File: src/rtl/mem_pkg.sv
// Shared types and RAM window helpers for the memory arbiter.
// Combinational only; no latency or flow control of its own.
package mem_pkg;

    typedef enum logic [1:0] {
        NONE = 2'd0,
        I    = 2'd1,
        DR   = 2'd2,
        DW   = 2'd3
    } req_id_t;

    localparam logic [31:0] DEF_RAM_BASE_ADDR  = 32'h0001_0000;
    localparam int          DEF_RAM_ADDR_WIDTH = 15;

    // Wide subtraction keeps addresses below the base from wrapping into the window.
    function automatic logic in_ram_window(input logic [31:0] addr,
                                           input logic [31:0] base = DEF_RAM_BASE_ADDR,
                                           input int          aw   = DEF_RAM_ADDR_WIDTH);
        logic [32:0] offset;
        offset = {1'b0, addr} - {1'b0, base};
        return (addr >= base) && (offset < (33'd1 << aw));
    endfunction

endpackage

File: src/rtl/mem_arb_prio.sv
// Fixed-priority grant (dw > dr > i) with a starvation override for fetch.
// Pure combinational, zero latency; losers simply stay ungranted.
module mem_arb_prio (
    input  logic [2:0] elig,    // {dw, dr, i}
    input  logic       starve,
    output logic [2:0] gnt
);

    always_comb begin
        gnt = 3'b000;
        if (elig[0] && starve) begin
            gnt = 3'b001;
        end else if (elig[2]) begin
            gnt = 3'b100;
        end else if (elig[1]) begin
            gnt = 3'b010;
        end else if (elig[0]) begin
            gnt = 3'b001;
        end
    end

endmodule

File: src/rtl/mem_arbiter.sv
// Shares one single-port RAM between fetch, data read and data write; one grant per cycle.
// Responses one cycle after grant; requesters hold their request until their response pulse.
module mem_arbiter
    import mem_pkg::*;
#(
    parameter logic [31:0] RAM_BASE_ADDR  = DEF_RAM_BASE_ADDR,
    parameter int          RAM_ADDR_WIDTH = DEF_RAM_ADDR_WIDTH,
    parameter int          STARVE_LIMIT   = 4
) (
    input  logic                      clk,
    input  logic                      rst,
    input  logic                      i_avalid,
    input  logic [31:0]               i_addr,
    output logic [31:0]               i_data,
    output logic                      i_valid,
    input  logic                      dr_avalid,
    input  logic [31:0]               dr_addr,
    output logic [31:0]               dr_data,
    output logic                      dr_valid,
    input  logic                      dw_valid,
    input  logic [31:0]               dw_addr,
    input  logic [31:0]               dw_data,
    input  logic [3:0]                dw_strb,
    output logic                      dw_done,
    output logic                      ram_en,
    output logic [3:0]                ram_we,
    output logic [RAM_ADDR_WIDTH-3:0] ram_addr,
    output logic [31:0]               ram_wdata,
    input  logic [31:0]               ram_rdata
);

    localparam int CW = $clog2(STARVE_LIMIT + 1);

    req_id_t         inflight_q, inflight_d;
    logic            inrange_q, inrange_d;
    logic [CW-1:0]   starve_cnt;
    logic            starve;
    logic [2:0]      elig, gnt;
    logic [31:0]     sel_addr, rsp_data, i_data_q, dr_data_q;

    // A requester is masked in its own response cycle while it still holds the request.
    assign elig[0] = !rst && i_avalid  && (inflight_q != I);
    assign elig[1] = !rst && dr_avalid && (inflight_q != DR);
    assign elig[2] = !rst && dw_valid  && (inflight_q != DW);
    assign starve  = (starve_cnt == CW'(STARVE_LIMIT));

    mem_arb_prio u_prio (
        .elig   (elig),
        .starve (starve),
        .gnt    (gnt)
    );

    always_comb begin
        inflight_d = NONE;
        sel_addr   = '0;
        unique case (gnt)
            3'b001: begin inflight_d = I;  sel_addr = i_addr;  end
            3'b010: begin inflight_d = DR; sel_addr = dr_addr; end
            3'b100: begin inflight_d = DW; sel_addr = dw_addr; end
            default: ;
        endcase
    end

    assign inrange_d = (inflight_d != NONE) && in_ram_window(sel_addr, RAM_BASE_ADDR, RAM_ADDR_WIDTH);
    assign ram_en    = inrange_d;
    assign ram_we    = (inrange_d && inflight_d == DW) ? dw_strb : 4'b0000;
    assign ram_wdata = dw_data;
    assign ram_addr  = (RAM_ADDR_WIDTH-2)'((sel_addr - RAM_BASE_ADDR) >> 2);

    always_ff @(posedge clk) begin
        if (rst) begin
            inflight_q <= NONE;
        end else begin
            inflight_q <= inflight_d;
        end
    end

    always_ff @(posedge clk) begin
        if (rst) begin
            inrange_q  <= 1'b0;
            starve_cnt <= '0;
            i_data_q   <= '0;
            dr_data_q  <= '0;
        end else begin
            inrange_q <= inrange_d;
            if (i_valid) begin
                i_data_q <= rsp_data;
            end
            if (dr_valid) begin
                dr_data_q <= rsp_data;
            end
            if (!i_avalid || gnt[0]) begin
                starve_cnt <= '0;
            end else if ((gnt[1] || gnt[2]) && elig[0] && !starve) begin
                starve_cnt <= starve_cnt + CW'(1);
            end
        end
    end

    // Gating with rst drops a response whose grant landed just before reset.
    assign rsp_data = inrange_q ? ram_rdata : 32'h0;
    assign i_valid  = !rst && (inflight_q == I);
    assign dr_valid = !rst && (inflight_q == DR);
    assign dw_done  = !rst && (inflight_q == DW);
    assign i_data   = i_valid  ? rsp_data : i_data_q;
    assign dr_data  = dr_valid ? rsp_data : dr_data_q;

endmodule

File: config.mk
export PLATFORM = sky130hd
export DESIGN_NAME = mem_arbiter
export DESIGN_NICKNAME = d
export VERILOG_FILES = /design/src/rtl/mem_pkg.sv /design/src/rtl/mem_arb_prio.sv /design/src/rtl/mem_arbiter.sv
export SDC_FILE = /design/constraint.sdc
export NUM_CORES = 1
export LEC_CHECK = 0
export ABC_AREA = 1
export CORE_ASPECT_RATIO = 1.5
export CORE_MARGIN = 8
export CORE_UTILIZATION = 41
export CTS_CLUSTER_DIAMETER = 100
export DETAILED_ROUTE_END_ITERATION = 8
export PLACE_DENSITY = 0.95
export SETUP_SLACK_MARGIN = 0.05
export SYNTH_ARGS = -nofsm -noshare
export SYNTH_HDL_FRONTEND = slang
export SYNTH_SLANG_ARGS = --single-unit
File: constraint.sdc
create_clock -name clk -period 7.5 [get_ports clk]
set_input_delay 1.5 -clock clk [delete_from_list [all_inputs] [get_ports clk]]
set_output_delay 1.5 -clock clk [all_outputs]
set_load 0.05 [all_outputs]
==> flow_metrics.tcl, run 1 <==
set metrics [dict create \
    status "finished, final reports clean" \
    cts_resized 0 \
    hold_violations 0 \
    seqPwrFrac 0.294 \
    max_freq_mhz 148 \
    synthAdderAreaFrac 0.00790 \
    start_kind "primary input" \
    power.clock.fraction 0.302 \
    reg2reg_depth 18 \
    area_growth_pct 47.5 \
    mostFrequentLayoutCell "clkdlybuf4s50_1" \
    clkTransAtPathRegs_ns 0.05 \
    vias 5142 \
    firstDrtPassIters 6 \
    numPortBuffers 215 \
    synth-edff-count 0 \
    synth_seq_cells 70 \
    hpwl_microns 11200 \
    reg2reg_setup_slack_ns 4.56 \
    yosysWarnings 0 \
    syn_area_per_cell_sq_um 6.74 \
    die_w_microns 104 \
    rsz0062_at_grt "false" \
    yosysUniqueCellTypes 34 \
    syn_nets 877 \
    gr-usage-all-layers 0.186 \
    relSlewSlack 0.448 \
    seq_area_frac_synth 0.295 \
    critPathRequiredTime_ns 6.00 \
    cts.path.max_buffers 2 \
    r2r_start "starve_cnt[0]" \
    min_from "starve_cnt[2]" \
    fin_crit_sh 0.901 \
    synthMuxAreaShare 0 \
    r2r_end "inrange_q" \
    end_kind "output port" \
    synth_ff_type "dfxtp_1" \
    yosys.area_share.simple 0.325 \
    cts_tree "yes" \
    ioPinCount 286 \
    cts_hold_buf 0 \
    cts_made_buffers 9 \
    dp.cells 1003 \
    drv_cap 0 \
    grt_max_degree 98 \
    synthesis.area_sq_um 4750 \
    globalplace.congestion 0.934 \
    irDropWorstVdd_mv 0.116 \
    grt-ovfl-total 0 \
    cp_data_arrival_time_ns 5.26 \
    combPwrFrac 0.404 \
    synth_top_family_by_area "simple AND/OR/NAND/NOR gates" \
    drt-initial-drc-count 172 \
    maxSlewViolCount 0 \
    nets 1036 \
    wl_per_cell_microns 14.3 \
    path_class "primary input to output port" \
    p_per_area_nw_per_um2 195 \
    crit_path_max_fanout 26 \
    antenna_left 0 \
    internal_power_mw 0.874 \
    sw_frac_of_total 0.360 \
    period_needed_ns 6.76 \
    diodes 0 \
    h-tree-depth 3 \
    rows 48 \
    skew_ns 0.00415 \
    viasPerCell 5.05 \
    drive_gt1_frac 0.139 \
    tightest_slew_ns 0.829 \
    setup_tns_ns 0 \
    clock-root-buffer "clkbuf_16" \
    fin_total_pwr_mw 1.37 \
    synthCells 705 \
    hold_depth 2 \
    route.detailed.drc 0 \
    post_cts.repair.setup_buffers 0 \
    synth_xor_area_frac 0.00184 \
    async_flop_share 0 \
    worstHoldPathType "register to register" \
    synth_compound_area_frac 0.207 \
    switching_power_mw 0.492 \
    grt_pass1_vias 5167 \
    clkLatencyLatePin_ns 0.33 \
    grt_pass1_wl_microns 24000 \
    min_to "starve_cnt[2]" \
    die_area_sq_um 15400 \
    die_y_microns 148 \
    cts_sinks 70 \
    core-area_sq_um 11400 \
    final_cell_mix "clkdlybuf4s50_1, nand2_1, inv_1" \
    grt_antenna_before_repair 0 \
    finalSetupViolations 0 \
    final_cells 1018 \
    initial_core_util 0.416 \
    drt_wl_total_microns 14600 \
    p_leak_nw 3.08 \
]
## state kept, by name (all words and copies together) (netlist names)
register and flops:
starve_cnt 3, i_data_q 32, inrange_q 1, dr_data_q 32, inflight_q 2
## power groups by stage
| stage | sequential [mW] | clock (mW) | combinational [mW] |
|---|---|---|---|
| finish | 0.402 | 0.412 | 0.552 |
| global route | 0.404 | 0.439 | 0.592 |
| CTS | 0.402 | 0.422 | 0.554 |
| detailed placement | 0.410 | 0 | 0.551 |
| global placement | 0.408 | 0 | 0.544 |
| floorplan | 0.408 | 0 | 0.401 |
## metrics by stage
| stage | hold WS, ns | util | instance area [sq um] | setup WS, ns |
|---|---|---|---|---|
| after floorplan | 0.456 | - | 4750 | 2.04 |
| after global placement | 0.476 | 0.589 | 6720 | 0.874 |
| after detailed placement | 0.484 | 0.589 | 6720 | 0.761 |
| after CTS | 0.493 | 0.614 | 7010 | 0.759 |
| after global routing | 0.513 | 0.614 | 7010 | 0.418 |
| final | 0.491 | 0.614 | 7010 | 0.742 |
## area by class of cell
type                    instances  area, sq um
fillers                       929         4400
multi-input cells             468         2590
repair buffers                219         2180
flip-flops and latches         70         1400
inverters                      96          365
clock buffers                  11          243
well taps                     150          188
clock inverters                 4         47.5
## cell usage after synthesis (3+ instances only)
cell type / instances / area share
a211oi_1: 65 / 0.10
a21boi_0: 3 / 0.0047
a21oi_1: 67 / 0.071
a22oi_1: 14 / 0.022
buf_1: 10 / 0.0079
buf_2: 3 / 0.0032
buf_4: 32 / 0.051
buf_6: 3 / 0.0071
clkbuf_1: 23 / 0.018
dfxtp_1: 70 / 0.29
ha_1: 3 / 0.0079
inv_1: 91 / 0.072
inv_2: 4 / 0.0032
nand2_1: 141 / 0.11
nand2_2: 4 / 0.0053
nand3_1: 34 / 0.036
nand3_2: 7 / 0.015
nor2_1: 34 / 0.027
nor2_2: 10 / 0.013
nor2_4: 4 / 0.0095
o21ai_0: 3 / 0.0032
or2_2: 64 / 0.084
## cell families (layout without fill, tap and decap cells)
group / count (synthesis) / count (layout)
xor+xnor: 1 / 1
flops: 70 / 70
simple gates: 309 / 309
buf+inv: 167 / 330
compound gates: 155 / 155
fa+ha+maj: 3 / 3
## metal layers
layer,up-vias,track usage,share of wire
met1,2294,0.195,0.38
li1,2586,-,-
met4,0,0.0611,0.020
met2,238,0.331,0.51
met3,24,0.0710,0.090
met5,-,0,0
## worst max-delay path by stage
stage	startpoint	end	slack, ns	cells past startpoint
2_1_floorplan	rst	ram_we[0]	2.04	16
3_3_place_gp	i_avalid	ram_we[1]	0.87	19
3_5_place_dp	i_avalid	ram_we[1]	0.76	19
4_1_cts	i_avalid	ram_we[1]	0.76	19
5_1_grt	i_avalid	ram_we[1]	0.42	19
6_report	i_avalid	ram_we[1]	0.74	19
## critical path: stages
cell and delay [ns]:
clkdlybuf4s50_1 0.47, inv_1 0.07, nor2_4 0.10, nand3_4 0.29, nand2_2 0.17, inv_2 0.20
nand2_1 0.12, nand2_1 0.06, nor2_2 0.18, ha_1 0.23, nand3_2 0.13, nor2_2 0.19
nand2_1 0.07, nand2_1 0.05, nand2_1 0.08, nor3_2 0.17, nand4_2 0.17, nor2_1 0.15
clkdlybuf4s50_1 0.84
Note: power is estimated with default switching activity, not from simulation.
==> run 2, diff against run 1 <==
- CORE_UTILIZATION: 41 -> 38
- PLACE_DENSITY: 0.95 -> 0.91
- SYNTH_HIERARCHICAL: not set -> 1
- clock period: 7.5 -> 7.32 ns (I/O delays scaled with it)
==> run 2 against run 1 <==
Effect of this change:
- critical path depth increased by 2
- utilization down 3.5 points
- clock power rose by 7.0%
==> flow_metrics.tcl, run 2 <==
set metrics [dict create \
    reg_top3 "dr_data_q: 32 flops, i_data_q: 32 flops, starve_cnt: 3 flops" \
    numPortBuffers 215 \
    clock-root-buffer "clkbuf_16" \
    fin_crit_sh 0.920 \
    synth_seq_cells 70 \
    cts_tree "yes" \
    internal_power_mw 0.864 \
    utilization 0.579 \
    cts.path.max_buffers 2 \
    r2r_end "inrange_q" \
    grt-ovfl-total 0 \
    core-area_sq_um 12300 \
    rows 50 \
    clkLatencyLatePin_ns 0.32 \
    drv_cap 0 \
    mostFrequentLayoutCell "clkdlybuf4s50_1" \
    h-tree-depth 3 \
    die_area_sq_um 16400 \
    die_y_microns 153 \
    cts_resized 0 \
    dp.cells 1035 \
    post_cts.repair.setup_buffers 0 \
    firstDrtPassIters 5 \
    cts_made_buffers 9 \
    setup_tns_ns 0 \
    drt_wl_total_microns 15200 \
    viasPerCell 4.91 \
    final_cells 1051 \
    diodes 0 \
    synth_top_area_share 0.296 \
    grt_antenna_before_repair 0 \
    grt_pass1_vias 5116 \
    area_growth_pct 50.7 \
    drive_gt1_frac 0.134 \
    path_class "primary input to output port" \
    synthCells 728 \
    synth-edff-count 0 \
    cp-endpoint "ram_we[2]" \
    yosysWarnings 6 \
    grt_max_degree 98 \
    vias 5162 \
    relSlewSlack 0.456 \
    final_cell_mix "clkdlybuf4s50_1, nand2_1, inv_1" \
    syn_nets 900 \
    max_freq_mhz 149 \
    async_flop_share 0 \
    cp-startpoint "dw_valid" \
    sw_frac_of_total 0.335 \
    initial_core_util 0.384 \
    hold_depth 2 \
    worstHoldPathType "register to register" \
    switching_power_mw 0.435 \
    antenna_left 0 \
    die_w_microns 107 \
    tightest_slew_ns 0.815 \
    seqPwrFrac 0.309 \
    cp_data_arrival_time_ns 5.27 \
    yosys-top-cells-area "dfxtp_1, nand2_1, a211oi_1" \
    ioPinCount 286 \
    p_per_area_nw_per_um2 182 \
    synth_ff_type "dfxtp_1" \
    status "finished, final reports clean" \
    skew_ns 0.00878 \
    p_leak_nw 3.08 \
    finalSetupViolations 0 \
    synth_commonest_cells "nand2_1, inv_1, dfxtp_1" \
    yosys.cell_count.top_type "nand2_1" \
    power.clock.fraction 0.339 \
    drt-initial-drc-count 186 \
    clkTransAtPathRegs_ns 0.05 \
    combPwrFrac 0.352 \
    syn_area_per_cell_sq_um 6.51 \
    cts_hold_buf 0 \
    maxSlewViolCount 0 \
    r2r_start "starve_cnt[0]" \
    place_area_sq_um 6830 \
    period_needed_ns 6.73 \
    critPathRequiredTime_ns 5.86 \
    hpwl_microns 11800 \
    gr-usage-all-layers 0.181 \
    reg2reg_setup_slack_ns 3.67 \
    wl_per_cell_microns 14.4 \
    cts_sinks 70 \
    netlist.top_cell.by_area "dfxtp_1" \
    grt_pass1_wl_microns 24300 \
    reg2reg_depth 22 \
    yosysUniqueCellTypes 26 \
    end_kind "output port" \
    start_kind "primary input" \
    globalplace.congestion 0.940 \
    stdcell_area_sq_um 7140 \
    synthesis.area_sq_um 4740 \
    nets 1062 \
    seq_area_frac_synth 0.296 \
    hold_violations 0 \
    crit_path_max_fanout 19 \
    rsz0062_at_grt "false" \
    route.detailed.drc 0 \
    irDropWorstVdd_mv 0.101 \
]
-- run 2: changes by cell type after synthesis, moves of 8 or more --
cell / delta
nand3_1: +28
clkbuf_1: +9
nor2_1: +12
nand2_1: -10
nand4_1: +8
a22oi_1: -14
-- run 2: how the worst min path moves through the flow --
stage | start | to
6_report | starve_cnt[2] | starve_cnt[2]
4_1_cts | starve_cnt[2] | starve_cnt[2]
3_3_place_gp | starve_cnt[2] | starve_cnt[2]
2_1_floorplan | starve_cnt[2] | starve_cnt[2]
5_1_grt | starve_cnt[2] | starve_cnt[2]
3_5_place_dp | starve_cnt[2] | starve_cnt[2]
-- run 2: kinds of logic (layout without fill, tap and decap cells) --
family          Yosys count  after routing  share of synthesized area
compound gates          140            140                      0.182
xor+xnor                  2              2                    0.00370
fa+ha+maj                 3              3                    0.00793
buf+inv                 178            345                      0.171
flops                    70             70                      0.296
simple gates            335            335                      0.339
-- run 2: area by class of cell --
| type | count | area (sq um) |
|---|---|---|
| clock inverters | 5 | 56.3 |
| well taps | 156 | 195 |
| repair buffers | 226 | 2300 |
| inverters | 103 | 387 |
| clock buffers | 11 | 253 |
| fillers | 1093 | 5190 |
| flip-flops and latches | 70 | 1400 |
| multi-input cells | 480 | 2540 |
-- run 2: metal layers --
layer,routed length [microns],vias up,global-route usage
met5,0,-,0
met3,1090,40,0.0495
met2,7860,194,0.333
li1,-,2666,-
met1,5670,2262,0.178
met4,548,0,0.0902
-- run 2: metrics by stage --
| step | power [mW] | setup slack, ns | hold WS [ns] |
|---|---|---|---|
| 2_1_floorplan | 0.740 | 1.29 | 0.435 |
| 3_3_place_gp | 0.862 | 0.679 | 0.443 |
| 3_5_place_dp | 0.868 | 0.595 | 0.457 |
| 4_1_cts | 1.32 | 0.585 | 0.464 |
| 5_1_grt | 1.37 | 0.115 | 0.487 |
| 6_report | 1.30 | 0.589 | 0.462 |
-- run 2: critical path, cell delays in order --
cell and delay, ns:
clkdlybuf4s50_1 0.45, nand2_1 0.05, nor2_1 0.11, inv_2 0.07, nor2_2 0.64, inv_2 0.25
nand3_1 0.35, nor2_1 0.07, nor2_1 0.22, ha_1 0.24, nand3_2 0.17, nor2_4 0.19
nand2_1 0.07, nand2_1 0.06, o21ai_1 0.08, inv_2 0.05, nand2_1 0.04, nor2_1 0.19
nand3_2 0.14, nor2_1 0.20, buf_12 0.17
-- run 2: power groups by stage --
stage          registers, mW  clock network, mW  logic (mW)
2_1_floorplan          0.408                  0       0.332
3_3_place_gp           0.409                  0       0.453
3_5_place_dp           0.410                  0       0.458
4_1_cts                0.401              0.454       0.461
5_1_grt                0.402              0.471       0.494
6_report               0.401              0.441       0.458
==> run 3, diff against run 2 <==
--- a/config.mk
+++ b/config.mk
@@ -10,6 +10,6 @@
 export CORE_MARGIN = 8
-export CORE_UTILIZATION = 38
+export CORE_UTILIZATION = 40
 export CTS_CLUSTER_DIAMETER = 100
 export DETAILED_ROUTE_END_ITERATION = 8
-export PLACE_DENSITY = 0.91
+export PLACE_DENSITY = 0.94
 export SETUP_SLACK_MARGIN = 0.05
==> constraint.sdc (replaced) <==
create_clock -name clk -period 7.75 [get_ports clk]
set_input_delay 1.55 -clock clk [delete_from_list [all_inputs] [get_ports clk]]
set_output_delay 1.55 -clock clk [all_outputs]
set_load 0.02 [all_outputs]
==> run 3 against run 2 <==
Effect of this change:
- die area down 4.4%
- critical path type unchanged
- via count increased by 1.0%
- global-route usage up 1.2 points
- hold slack better by 0.0052 ns
- clock power is 13% lower
- critical path depth did not move
- largest power group is now clock
==> flow_metrics.tcl, run 3 (synthesized netlist as in run 2, its figures left out) <==
set metrics [dict create \
    cp_data_arrival_time_ns 5.47 \
    cts_hold_buf 0 \
    vias 5215 \
    slowest_delay_ns 0.64 \
    irDropWorstVdd_mv 0.0950 \
    numPortBuffers 215 \
    final_cell_mix "clkdlybuf4s50_1, nand2_1, inv_1" \
    slowest_stage "clkdlybuf4s50_1" \
    clock-root-buffer "clkbuf_16" \
    die_area_sq_um 15600 \
    period_needed_ns 7.02 \
    grt_pass1_vias 5317 \
    area_growth_pct 48.1 \
    diodes 0 \
    firstDrtPassIters 5 \
    sw_frac_of_total 0.300 \
    crit_top_cell "nand2_1" \
    drt_wl_total_microns 15300 \
    reg2reg_depth 21 \
    worstSetupPathDepth 21 \
    cts_resized 0 \
    die_y_microns 149 \
    path_buf_inv 4 \
    status "finished, final reports clean" \
    post_cts.repair.setup_buffers 0 \
    globalplace.congestion 0.861 \
    reg_top3 "dr_data_q: 32 flops, i_data_q: 32 flops, starve_cnt: 3 flops" \
    crit_path_max_fanout 12 \
    relSlewSlack 0.435 \
    gr-usage-all-layers 0.194 \
    drv_cap 0 \
    switching_power_mw 0.335 \
    cp_top_family "simple AND/OR/NAND/NOR gates" \
    h-tree-depth 3 \
    worstPathCellList "clkdlybuf4s50_1 -> inv_1 -> nor3_1 -> nand3_1 -> nand2_1 -> inv_1 -> nand3_1 -> nor2_1 -> nor2_1 -> ha_1 -> nand3_2 -> nor2_4 -> nand2_1 -> nand2_1 -> nand2_1 -> nor2_1 -> nand2_1 -> nor2_2 -> nand3_2 -> nor2_1 -> clkdlybuf4s50_1" \
    critPathRequiredTime_ns 6.20 \
    cts_tree "yes" \
    grt_pass1_wl_microns 25200 \
    fin_total_pwr_mw 1.12 \
    tightest_slew_ns 0.847 \
    fin_crit_sh 0.906 \
    die_w_microns 105 \
    hold_depth 2 \
    drt-initial-drc-count 168 \
    grt_max_degree 98 \
    grt_antenna_before_repair 0 \
    initial_core_util 0.411 \
    worstHoldPathType "register to register" \
    clkLatencyLatePin_ns 0.33 \
    viasPerCell 5.00 \
    ioPinCount 286 \
    cts.path.max_buffers 2 \
    hpwl_microns 11700 \
    p_per_area_nw_per_um2 159 \
    grt-ovfl-total 0 \
    nets 1060 \
    combPwrFrac 0.318 \
    hold_violations 0 \
    power.clock.fraction 0.342 \
    core-area_sq_um 11500 \
    setup_tns_ns 0 \
    antenna_left 0 \
    reg2reg_setup_slack_ns 4.45 \
    rows 48 \
    internal_power_mw 0.782 \
    end_kind "output port" \
    p_leak_nw 3.02 \
    seqPwrFrac 0.340 \
    skew_ns 0.00530 \
    start_kind "primary input" \
    path_class "primary input to output port" \
    finalSetupViolations 0 \
    maxSlewViolCount 0 \
    drive_gt1_frac 0.127 \
    cts_made_buffers 9 \
    rsz0062_at_grt "false" \
    mostFrequentLayoutCell "clkdlybuf4s50_1" \
    max_freq_mhz 142 \
    wl_per_cell_microns 14.6 \
    cts_sinks 70 \
    clkTransAtPathRegs_ns 0.05 \
    route.detailed.drc 0 \
]
==> run 3: cell types whose count changed in the layout (fill, tap and decap cells not counted) <==
cell / previous run / this run
inv_6: 1 / 0
clkinvlp_4: 1 / 2
clkdlybuf4s50_1: 209 / 214
bufinv_16: 1 / 0
buf_12: 7 / 0
clkinv_4: 0 / 1
==> run 3: per-stage QoR <==
stage	instances	hold WS, ns	cell area [sq um]	util	setup slack (ns)
after floorplan	728	0.435	4740	-	1.91
after global placement	1027	0.446	6730	0.584	0.748
after detailed placement	1027	0.461	6730	0.584	0.705
after CTS	1043	0.468	7020	0.608	0.691
after global routing	1043	0.505	7020	0.608	0.318
final	1043	0.467	7020	0.608	0.727
==> run 3: worst reg2reg max path: stages (launching register included) <==
cell	delay (ns)
dfxtp_1	0.32
inv_1	0.07
nand2_1	0.13
nand2_1	0.06
nor2_1	0.15
nand2_2	0.07
nor2_2	0.48
nor2_2	0.28
nand3_1	0.13
nand2_1	0.06
nor2_1	0.20
ha_1	0.25
nand3_2	0.17
nor2_4	0.19
nand2_1	0.07
nand2_1	0.05
nand2_1	0.05
nor2_1	0.09
nand2_1	0.06
nor2_2	0.14
nand2_1	0.11
nor2_1	0.09
==> run 3: power by group through the flow <==
stage	clock [mW]	combinational [mW]	sequential (mW)
3_3_place_gp	0	0.350	0.386
5_1_grt	0.414	0.389	0.381
3_5_place_dp	0	0.355	0.387
6_report	0.382	0.355	0.379
2_1_floorplan	0	0.220	0.385
4_1_cts	0.393	0.357	0.379
==> run 3: layer usage <==
layer	global-route usage	routed length, microns	up-vias
li1	-	-	2655
met1	0.200	5880	2307
met2	0.348	7850	202
met3	0.0528	951	51
met4	0.108	571	0
met5	0	0	-
==> run 3: area by class of cell <==
class                           instances  area [sq um]
Clock inverter                          5          33.8
Timing Repair Buffer                  224          2210
Multi-Input combinational cell        480          2540
Sequential cell                        70          1400
Inverter                              103           387
Tap cell                              150           188
Fill cell                            1008          4520
Clock buffer                           11           253
==> run 3: final timing paths <==
| path | startpoint | end |
|---|---|---|
| setup / recovery | i_avalid | ram_we[2] |
| hold / removal | starve_cnt[2] | starve_cnt[2] |
| setup reg to reg | inflight_q[0] | inrange_q |
| hold reg to reg | starve_cnt[2] | starve_cnt[2] |
